$ cat src/rtl/mmio_uart_tx_responder.sv
// Memory-mapped UART transmitter: 16-byte register window, byte TX FIFO, 8N1 serialiser.
// Latency: reads are combinational; a push into an empty idle FIFO pops one edge later and the start bit follows that edge.
// Backpressure: none on the bus; a push into a full FIFO is discarded and counted in DROPPED (saturating).
module mmio_uart_tx_responder #(
  parameter logic [31:0] BASE_ADDR    = 32'h1000_0100,
  parameter int          CLKS_PER_BIT = 16,
  parameter int          FIFO_DEPTH   = 4
) (
  input  logic        clk,
  input  logic        reset,
  input  logic        Mem_Write_i,
  input  logic        Mem_Read_i,
  input  logic [31:0] Address_i,
  input  logic [31:0] Write_Data_i,
  output logic [31:0] Read_Data_o,
  output logic        Hit_o,
  output logic        Tx_o
);

  localparam int AW = $clog2(FIFO_DEPTH);
  localparam int CW = AW + 1;
  localparam int BW = (CLKS_PER_BIT > 1) ? $clog2(CLKS_PER_BIT) : 1;
  localparam logic [BW-1:0] BIT_LAST = BW'(CLKS_PER_BIT - 1);
  localparam logic [CW-1:0] DEPTH_C  = CW'(FIFO_DEPTH);

  typedef enum logic [1:0] {IDLE, START, DATA, STOP} state_t;

  state_t        state_q, state_d;
  logic [BW-1:0] bit_cnt_q, bit_cnt_d;
  logic [2:0]    bit_idx_q, bit_idx_d;
  logic [7:0]    shift_q, shift_d;
  logic [7:0]    fifo_mem_q [FIFO_DEPTH];
  logic [AW-1:0] wr_ptr_q, rd_ptr_q;
  logic [CW-1:0] count_q, count_d;
  logic          enable_q, enable_d;
  logic [7:0]    dropped_q, dropped_d;

  logic          full, empty;
  logic          wr_txdata, wr_ctrl, wr_dropped;
  logic          push, pop, overflow;
  logic [31:0]   count_ext;
  logic [31:0]   status;
  logic          unused_bits;

  assign Hit_o      = (Address_i[31:4] == BASE_ADDR[31:4]);
  assign full       = (count_q == DEPTH_C);
  assign empty      = (count_q == '0);
  assign count_ext  = 32'(count_q);
  assign status     = {26'd0, count_ext[2:0], empty, full, (state_q != IDLE)};

  // Byte-lane selects and unused upper count bits are intentionally ignored.
  assign unused_bits = ^{Address_i[1:0], Write_Data_i[31:8], count_ext[31:3]};

  assign wr_txdata  = Hit_o && Mem_Write_i && (Address_i[3:2] == 2'd0);
  assign wr_ctrl    = Hit_o && Mem_Write_i && (Address_i[3:2] == 2'd2);
  assign wr_dropped = Hit_o && Mem_Write_i && (Address_i[3:2] == 2'd3);
  // Fullness is judged on the pre-edge count, so a same-edge pop never rescues a push.
  assign push       = wr_txdata && !full;
  assign overflow   = wr_txdata && full;

  // Zero-latency register read mux; drives zero unless this is a load that hits the window.
  always_comb begin
    Read_Data_o = 32'h0;
    if (Hit_o && Mem_Read_i) begin
      case (Address_i[3:2])
        2'd0:    Read_Data_o = 32'h0;
        2'd1:    Read_Data_o = status;
        2'd2:    Read_Data_o = {31'd0, enable_q};
        default: Read_Data_o = {24'd0, dropped_q};
      endcase
    end
  end

  // Next-state for control, drop counter and FIFO occupancy.
  always_comb begin
    enable_d  = wr_ctrl ? Write_Data_i[0] : enable_q;
    dropped_d = dropped_q;
    if (wr_dropped) begin
      dropped_d = 8'd0;
    end else if (overflow && (dropped_q != 8'hFF)) begin
      dropped_d = dropped_q + 8'd1;
    end
    count_d = count_q;
    case ({push, pop})
      2'b10:   count_d = count_q + CW'(1);
      2'b01:   count_d = count_q - CW'(1);
      default: count_d = count_q;
    endcase
  end

  // Serialiser FSM: next state, bit timing, shift register and line level.
  always_comb begin
    state_d   = state_q;
    bit_cnt_d = bit_cnt_q;
    bit_idx_d = bit_idx_q;
    shift_d   = shift_q;
    pop       = 1'b0;
    Tx_o      = 1'b1;
    case (state_q)
      IDLE: begin
        if (enable_q && !empty) begin
          pop       = 1'b1;
          shift_d   = fifo_mem_q[rd_ptr_q];
          bit_cnt_d = '0;
          bit_idx_d = '0;
          state_d   = START;
        end
      end
      START: begin
        Tx_o = 1'b0;
        if (bit_cnt_q == BIT_LAST) begin
          bit_cnt_d = '0;
          state_d   = DATA;
        end else begin
          bit_cnt_d = bit_cnt_q + BW'(1);
        end
      end
      DATA: begin
        Tx_o = shift_q[0];
        if (bit_cnt_q == BIT_LAST) begin
          bit_cnt_d = '0;
          shift_d   = {1'b0, shift_q[7:1]};
          if (bit_idx_q == 3'd7) begin
            state_d = STOP;
          end else begin
            bit_idx_d = bit_idx_q + 3'd1;
          end
        end else begin
          bit_cnt_d = bit_cnt_q + BW'(1);
        end
      end
      STOP: begin
        if (bit_cnt_q == BIT_LAST) begin
          bit_cnt_d = '0;
          state_d   = IDLE;
        end else begin
          bit_cnt_d = bit_cnt_q + BW'(1);
        end
      end
      default: state_d = IDLE;
    endcase
  end

  // State register; reset aborts any frame and empties the FIFO.
  always_ff @(posedge clk or posedge reset) begin
    if (reset) begin
      state_q   <= IDLE;
      bit_cnt_q <= '0;
      bit_idx_q <= '0;
      shift_q   <= '0;
      wr_ptr_q  <= '0;
      rd_ptr_q  <= '0;
      count_q   <= '0;
      enable_q  <= 1'b1;
      dropped_q <= '0;
    end else begin
      state_q   <= state_d;
      bit_cnt_q <= bit_cnt_d;
      bit_idx_q <= bit_idx_d;
      shift_q   <= shift_d;
      count_q   <= count_d;
      enable_q  <= enable_d;
      dropped_q <= dropped_d;
      if (push) wr_ptr_q <= wr_ptr_q + AW'(1);
      if (pop)  rd_ptr_q <= rd_ptr_q + AW'(1);
    end
  end

  // FIFO storage has no reset: entries are only read while the count says they are valid.
  always_ff @(posedge clk) begin
    if (push) fifo_mem_q[wr_ptr_q] <= Write_Data_i[7:0];
  end

endmodule
$ cat config.mk
export PLATFORM = sky130hd
export DESIGN_NAME = mmio_uart_tx_responder
export DESIGN_NICKNAME = d
export VERILOG_FILES = /design/src/rtl/mmio_uart_tx_responder.sv
export SDC_FILE = /design/constraint.sdc
export NUM_CORES = 1
export LEC_CHECK = 0
export CAP_MARGIN = 25
export CORE_AREA = 4 4 99 101
export DETAILED_ROUTE_END_ITERATION = 10
export DIE_AREA = 0 0 103 105
export PLACE_DENSITY_LB_ADDON = 0.08
export SYNTH_ARGS = -nofsm -noshare
export SYNTH_HDL_FRONTEND = slang
export SYNTH_SLANG_ARGS = --single-unit
$ cat constraint.sdc
create_clock -name clk -period 5.3 [get_ports clk]
set_clock_uncertainty 0.2 [all_clocks]
set_input_delay 1.325 -clock clk [delete_from_list [all_inputs] [get_ports clk]]
set_output_delay 1.325 -clock clk [all_outputs]
set_load 0.005 [all_outputs]
==> metrics.sh, run 1 <==
LAUNCH_INSTANCE_OF_THE_WORST_MIN_DELAY_PATH='bit_idx_q[0]'
FINALWIRELENGTH_MM=6.493
GRT_ANTENNA_BEFORE_REPAIR=0
TIMING.SLEW.HEADROOM_PCT=31.56
NUMBER_OF_BUFFER_AND_INVERTER_INSTANCES_ALONG_THE_WORST_SETUP_PATH=2
SETUP_TNS_NS=0
FINAL.SETUP.WORST_SLACK_NS=0.1702
REGTOREGSTARTPOINT='state_q[0]'
DIODES=0
PLACE_WS_NS=0.1723
POSTSYNTH.TOPFLOPCELL='sky130_fd_sc_hd__edfxtp_1'
DETAIL_ROUTE.FIRST_PASS.ITERATIONS=4
MAXCAPVIOLATIONS=0
GRT_OVERFLOW=0
AVERAGE_ROUTED_WIRE_PER_STANDARD_CELL_UM=14.15
YS_WARN_COUNT=0
STD_CELL_ROWS=35
TIMING_WORST_SETUP_PATH_TYPE='primary input to output pin'
POSTCTSHOLDBUFS=0
CLOCK_TREE_FROM_TRITONCTS='built'
CLOCK_SINK_COUNT=65
NON_FILLER_INSTANCE_COUNT_AFTER_LAYOUT=459
R2R_CELLS=6
WORST_PATH_MAX_DELAY_CELL='sky130_fd_sc_hd__or4_1'
FINAL_HOLD_FAILS=0
SYNTH.LIB_CELLS_USED.DISTINCT=49
TRITONCTS.NUM_BUFFERS=9
GRT_START_MAX_NET_PINS=34
FINALSETUPVIOLCOUNT=0
H-TREE-DEPTH=3
NUM_VIAS=2222
P_LEAK_uW=0.001660
CRITICAL-PATH-MAX-STAGE-DELAY_NS=0.59
WORSTHOLDPATHCELLS=1
SYNTH_LARGEST_AREA_CELL='sky130_fd_sc_hd__edfxtp_1'
NUMBER_OF_BUFFERS_ON_THE_LONGEST_CLOCK_PATH=2
DRC=0
PERIOD_MINUS_SLACK_NS=5.130
HPWLAFTERDP_MM=4.761
ARRIVAL_TIME_OF_DATA_AT_THE_CRITICAL_PATH_ENDPOINT_NS=3.60
TIGHTEST_SLEW_NS=1.025
SYNTH_CELLS=288
CELLPOWERDENSITY_mW_PER_MM2=250.4
SYNTH_ASYNC_SR_FLOP_SHARE_PCT=50.77
CRIT_CHAIN='clkdlybuf4s50_1 -> or4_1 -> nor2_1 -> and3_1 -> nand3_1 -> nor2_1 -> clkdlybuf4s50_1'
INITIAL_UTIL_PCT=37.92
INSERTION_DELAY_NS=0.33
CRIT_REQUIRED_NS=3.77
NUM-NETS-FINAL=425
WORSTREG2REGEND='bit_idx_q[1]'
SYN_AREA_MM2=0.003421
GRT_SETUP_UNREPAIRED='false'
GRT_UTIL_ALL_LAYERS_PCT=12.82
FINAL_MIN_PERIOD_OVER_CLOCK_PERIOD_PCT=96.79
ENDPOINT_KIND='output pin'
POST_CTS_CLOCK_SLEW_AT_THE_LAUNCH_AND_CAPTURE_REGISTERS_OF_THE_WORST_SETUP_AND_HOLD_PATHS_NS=0.07
CHIPWIDTH_UM=103
ACHIEVABLE-FREQUENCY_GHz=0.1949
CTS_ROOT_BUFFER='sky130_fd_sc_hd__clkbuf_8'
CORE-AREA_MM2=0.009021
YOSYS.AREA.TOP_TYPE_SHARE_PCT=28.09
PROPORTION_OF_SYNTHESIZED_CHIP_AREA_IN_SEQUENTIAL_CELLS_PCT=52.27
FINAL_MAX_SLEW_VIOL_COUNT=0
SYNTHTOPCELLSBYAREA='sky130_fd_sc_hd__edfxtp_1, sky130_fd_sc_hd__dfrtp_1, sky130_fd_sc_hd__buf_4'
WORSTSETUPSTARTPOINTTYPE='primary input'
POSTSYNTHAREAPERCELL_UM2=11.88
WORST-PATH-MAX-FANOUT=5
AREA_DELTA_SYNTH_FINAL_PCT=22.09
STATUS='finished, final reports clean'
WORST_IR_DROP_VDD_uV=136.6
SHARE_OF_FINAL_LAYOUT_STANDARD_CELLS_STRONGER_THAN_DRIVE_STRENGTH_1_PCT=10.06
REG2REG_SETUP_SLACK_NS=2.39
POSTLAYOUTCOREUTIL_PCT=46.30
DP_CELLS=443
FINALPOWER_uW=1046
KIND_OF_CELL_ADDING_THE_MOST_DELAY_TO_THE_CRITICAL_PATH='simple AND/OR/NAND/NOR gates'
FLOORPLAN.DIE_AREA_MM2=0.01082
GRT_FIRST_PASS_WIRELENGTH_MM=10.73
POST_DRT_VIA_CELL_RATIO=4.841
RANKING_OF_SYNTHESIZED_CELLS_BY_INSTANCE_COUNT='sky130_fd_sc_hd__dfrtp_1, sky130_fd_sc_hd__edfxtp_1, sky130_fd_sc_hd__buf_4, sky130_fd_sc_hd__nor2_1, sky130_fd_sc_hd__inv_1'
GRT_PASS1_VIAS=2192
DRTANTENNAVIOLNETS=0
TIMING.HOLD.WORST_ENDPOINT='bit_idx_q[0]'
POST-CTS-SETUP-BUFFER-COUNT=0
PORT-BUFFER-COUNT=51
DRT_FIRST_ITER_VIOLATIONS=70
HOLD_WC_PATH_TYPE='flop to flop'
PLACE_CONGESTION=0.7867
CTS-RESIZED-GATES=0
COUNT_OF_STATE_ELEMENTS_AFTER_SYNTHESIS=65
DIE_H_UM=105
TOP_LEVEL_PORTS=102
SYNTH-EDFF-COUNT=32
[cell families (layout without fill, tap and decap cells)]
logic type / count (synthesis) / in the layout / synth area share (%)
AO/OA/AOI/OAI: 38 / 38 / 7.169
XOR/XNOR: 8 / 8 / 2.048
adder cells (fa/ha/maj): 14 / 14 / 5.340
buffers and inverters: 52 / 89 / 8.339
flip-flops: 65 / 65 / 52.27
multiplexers: 24 / 24 / 10.17
other: 1 / 24 / 0.1096
AND/OR/NAND/NOR: 86 / 86 / 14.56
[stage by stage]
stage          hold WS [ns]  area (um2)
2_1_floorplan        0.2557        3507
3_5_place_dp         0.2819        3965
4_1_cts              0.2920        4177
5_1_grt              0.3249        4177
6_report             0.2887        4177
3_3_place_gp         0.2768        3965
[flip-flops by register name, summed over array words and instances (netlist names)]
register	flops
fifo_mem_q	32
state_q	2
rd_ptr_q	2
enable_q	1
shift_q	8
bit_idx_q	3
wr_ptr_q	2
bit_cnt_q	4
dropped_q	8
count_q	3
[layout by cell type, fill, tap and decap left out, types with 4 or more instances in the layout]
cell type	count
sky130_fd_sc_hd__mux4_2	8
sky130_fd_sc_hd__nand2_1	18
sky130_fd_sc_hd__o21ai_0	6
sky130_fd_sc_hd__nor4_1	4
sky130_fd_sc_hd__nand3_1	8
sky130_fd_sc_hd__clkbuf_8	9
sky130_fd_sc_hd__a21oi_1	14
sky130_fd_sc_hd__mux2i_1	13
sky130_fd_sc_hd__inv_1	19
sky130_fd_sc_hd__xor2_1	4
sky130_fd_sc_hd__and2_1	6
sky130_fd_sc_hd__clkdlybuf4s50_1	51
sky130_fd_sc_hd__conb_1	24
sky130_fd_sc_hd__nor2_1	24
sky130_fd_sc_hd__edfxtp_1	32
sky130_fd_sc_hd__o31ai_1	4
sky130_fd_sc_hd__ha_1	13
sky130_fd_sc_hd__xnor2_1	4
sky130_fd_sc_hd__dfrtp_1	32
[report_power, final]
group | switching (uW) | internal, uW
combinational | 26.4 | 33.6
clock | 186 | 262
sequential | 2.68 | 534
total | 215 | 830
[worst max-delay path by stage]
stage                              from        endpoint  depth (start not counted)
after floorplan           Address_i[20]  Read_Data_o[1]                          5
after global placement    Address_i[20]  Read_Data_o[3]                          7
after detailed placement  Address_i[20]  Read_Data_o[3]                          7
after CTS                 Address_i[20]  Read_Data_o[3]                          7
after global routing      Address_i[20]  Read_Data_o[2]                          7
final                     Address_i[20]  Read_Data_o[3]                          7
[layout make-up]
| class | count | area (um2) |
|---|---|---|
| clock buffer | 10 | 127.6 |
| clock inverter | 6 | 83.83 |
| fill | 856 | 4845 |
| inverter | 19 | 71.32 |
| multi-input combinational | 194 | 1434 |
| sequential | 65 | 1788 |
| tap | 111 | 138.9 |
| timing repair buffer | 54 | 533.0 |
[routing by layer]
layer / GRT usage (%) / wire [um] / vias to the layer above
met3: 4.072 / 373 / 7
met1: 18.63 / 3118 / 1054
met5: 0 / 0 / -
li1: - / - / 1101
met2: 18.15 / 2921 / 60
met4: 3.885 / 79 / 0
No activity file was read; power rests on OpenSTA's default activity.
==> run 2: changes to the inputs <==
--- a/config.mk
+++ b/config.mk
@@ -6,9 +6,9 @@
 export NUM_CORES = 1
 export LEC_CHECK = 0
 export CAP_MARGIN = 25
-export CORE_AREA = 4 4 99 101
+export CORE_AREA = 2 2 97 99
 export DETAILED_ROUTE_END_ITERATION = 10
-export DIE_AREA = 0 0 103 105
+export DIE_AREA = 0 0 99 101
 export PLACE_DENSITY_LB_ADDON = 0.08
 export SYNTH_ARGS = -nofsm -noshare
 export SYNTH_HDL_FRONTEND = slang
==> run 2 against run 1 <==
Die area fell by 7.5%. Clock-buffer cell count unchanged. Cell count grew 0.22%. Sequential share of layout area increased by 0.10 points. Sequential cell count did not move. Combinational power rose by 1%. Worst hold slack gained 0.0089 ns. Worst setup slack gained 0.0018 ns. Non-clock buffer count rose by 1. Critical path depth did not move. Fmax barely moved. Critical path type unchanged.
==> metrics.sh, run 2 (synthesized netlist as in run 1, its figures left out) <==
NUM_VIAS=2241  # +0.86%
FINAL_MIN_PERIOD_OVER_CLOCK_PERIOD_PCT=96.75  # about the same
POST_CTS_CLOCK_SLEW_AT_THE_LAUNCH_AND_CAPTURE_REGISTERS_OF_THE_WORST_SETUP_AND_HOLD_PATHS_NS=0.07  # about the same
DP_CELLS=444  # +0.23%
GRT_START_MAX_NET_PINS=34  # unchanged
WORST_PATH_MAX_DELAY_CELL='sky130_fd_sc_hd__or4_1'
MOSTFREQUENTLAYOUTCELL='sky130_fd_sc_hd__clkdlybuf4s50_1'
PORT-BUFFER-COUNT=51  # unchanged
POSTLAYOUTCELLAREA_MM2=0.004167  # -0.24%
WORSTSETUPSTARTPOINTTYPE='primary input'
P_LEAK_uW=0.001665  # +0.33%
NUM-NETS-FINAL=426  # +0.24%
SEQUENTIAL_CELL_AREA_MM2=0.001788  # unchanged
TOP_LEVEL_PORTS=102  # unchanged
CHIPWIDTH_UM=99  # -3.9%
DIE_H_UM=101  # -3.8%
FINALPOWER_uW=1010  # -3.4%
PLACE_CONGESTION=0.7792  # -0.95%
FINALWIRELENGTH_MM=6.285  # -3.2%
HPWLAFTERDP_MM=4.616  # -3.0%
POSTCTSHOLDBUFS=0  # unchanged
HOLD_WC_PATH_TYPE='flop to flop'
LARGEST_REGISTER_FF_COUNT=32  # unchanged
LAYOUT.FILLER_CELLS=820  # -4.2%
LARGEST-REGISTER='fifo_mem_q'
TRITONCTS.NUM_BUFFERS=9  # unchanged
CTS-RESIZED-GATES=0  # unchanged
CRIT_CHAIN='clkdlybuf4s50_1 -> or4_1 -> nor2_1 -> and3_1 -> nand3_1 -> nor2_1 -> clkdlybuf4s50_1'
CLOCK_TREE_FROM_TRITONCTS='built'
TIGHTEST_SLEW_NS=0.9853  # -0.03944 ns
MAXCAPVIOLATIONS=0  # unchanged
AVERAGE_ROUTED_WIRE_PER_STANDARD_CELL_UM=13.66  # -3.4%
POST-CTS-SETUP-BUFFER-COUNT=0  # unchanged
NUMBER_OF_BUFFERS_ON_THE_LONGEST_CLOCK_PATH=2  # unchanged
CRIT_REQUIRED_NS=3.77  # about the same
DRT_FIRST_ITER_VIOLATIONS=49  # -30%
CLOCK_SINK_COUNT=65  # unchanged
DIODES=0  # unchanged
DRTANTENNAVIOLNETS=0  # unchanged
INITIAL_UTIL_PCT=38.10  # +0.18 points
NON_FILLER_INSTANCE_COUNT_AFTER_LAYOUT=460  # +0.22%
DRC=0  # unchanged
GRT_FIRST_PASS_WIRELENGTH_MM=10.50  # -2.1%
FINAL_MAX_SLEW_VIOL_COUNT=0  # unchanged
PERIOD_MINUS_SLACK_NS=5.128  # -0.001838 ns
GRT_UTIL_ALL_LAYERS_PCT=13.46  # +0.64 points
CORE-AREA_MM2=0.008977  # -0.49%
FLOORPLAN.DIE_AREA_MM2=0.009999  # -7.5%
DETAIL_ROUTE.FIRST_PASS.ITERATIONS=4  # unchanged
AREA_DELTA_SYNTH_FINAL_PCT=21.80
WORST-PATH-MAX-FANOUT=5  # unchanged
GRT_PASS1_VIAS=2251  # +2.7%
SETUP_TNS_NS=0  # unchanged
CTS_ROOT_BUFFER='sky130_fd_sc_hd__clkbuf_8'
FINALSETUPVIOLCOUNT=0  # unchanged
LARGESTREGISTERS='fifo_mem_q x32, dropped_q x8, shift_q x8'
CELLPOWERDENSITY_mW_PER_MM2=242.4  # -3.2%
FINAL_HOLD_FAILS=0  # unchanged
POST_DRT_VIA_CELL_RATIO=4.872  # +0.64%
STATUS='finished, final reports clean'
PLACE_WS_NS=0.1595  # -0.01280 ns
SHARE_OF_FINAL_LAYOUT_STANDARD_CELLS_STRONGER_THAN_DRIVE_STRENGTH_1_PCT=10.60  # +0.54 points
STD_CELL_ROWS=35  # unchanged
ENDPOINT_KIND='output pin'
INSERTION_DELAY_NS=0.33  # about the same
H-TREE-DEPTH=3  # unchanged
TIMING_WORST_SETUP_PATH_TYPE='primary input to output pin'
GRT_OVERFLOW=0  # unchanged
AREA_OF_THE_MULTI_INPUT_GATES_MM2=0.001434  # unchanged
ARRIVAL_TIME_OF_DATA_AT_THE_CRITICAL_PATH_ENDPOINT_NS=3.60  # about the same
CRITICAL-PATH-MAX-STAGE-DELAY_NS=0.60  # about the same
COMMONEST_CELLS_AFTER_ROUTING_FILL_AND_TAPS_ASIDE='sky130_fd_sc_hd__clkdlybuf4s50_1, sky130_fd_sc_hd__dfrtp_1, sky130_fd_sc_hd__edfxtp_1, sky130_fd_sc_hd__nor2_1, sky130_fd_sc_hd__conb_1'
DPL-INSTANCE-AREA_MM2=0.003973  # +0.19%
ACHIEVABLE-FREQUENCY_GHz=0.1950  # about the same
WORST_IR_DROP_VDD_uV=109.2  # -20%
TIMING.SLEW.HEADROOM_PCT=34.19  # +2.6 points
GRT_ANTENNA_BEFORE_REPAIR=0  # unchanged
FINAL.SETUP.WORST_SLACK_NS=0.1720  # +0.001838 ns
GRT_SETUP_UNREPAIRED='false'
-- run 2: cell count changes in the layout (fill, tap and decap cells not counted), sizes merged --
cell,delta
buf,+1
clkinvlp,-2
bufinv,-1
inv,+1
clkinv,+2
-- run 2: final cells by class --
class / instances / share of cell area (%)
inverter: 19 / 1.712
sequential: 65 / 42.91
timing repair buffer: 55 / 12.97
clock inverter: 6 / 1.592
multi-input combinational: 194 / 34.41
clock buffer: 10 / 3.063
tap: 111 / 3.333
-- run 2: through the flow --
stage          hold slack [ns]  util (%)
4_1_cts                 0.3017     46.41
3_5_place_dp            0.2882     44.25
5_1_grt                 0.3320     46.41
3_3_place_gp            0.2800     44.25
2_1_floorplan           0.2557         -
6_report                0.2976     46.41
-- run 2: worst paths after layout --
check	cells after the start	from	slack, ns	endpoint
setup / recovery	7	Address_i[20]	0.17	Read_Data_o[1]
hold / removal	1	bit_cnt_q[3]	0.30	bit_cnt_q[3]
setup reg to reg	6	state_q[0]	2.46	bit_idx_q[2]
hold reg to reg	1	bit_cnt_q[3]	0.30	bit_cnt_q[3]
max in group asynchronous	3	reset	3.36	enable_q
min in group asynchronous	3	reset	1.19	shift_q[5]
-- run 2: power breakdown --
part / total, uW / internal (uW) / switching [uW]
registers: 537 / 534 / 2.40
logic: 60.6 / 34.3 / 26.3
clock network: 413 / 219 / 194
total: 1010 / 787 / 222
-- run 2: per-layer routing --
metal	vias to the layer above	track usage, %	share of wire, %
met1	1055	17.07	46
met5	-	0	0
met3	11	3.121	5.2
met4	0	6.006	1.8
li1	1109	-	-
met2	66	22.04	47
-- run 2: critical path: cells and delay by family --
kind	cells	cell delay, ns
buf+inv	2	0.91
simple gates	5	1.38
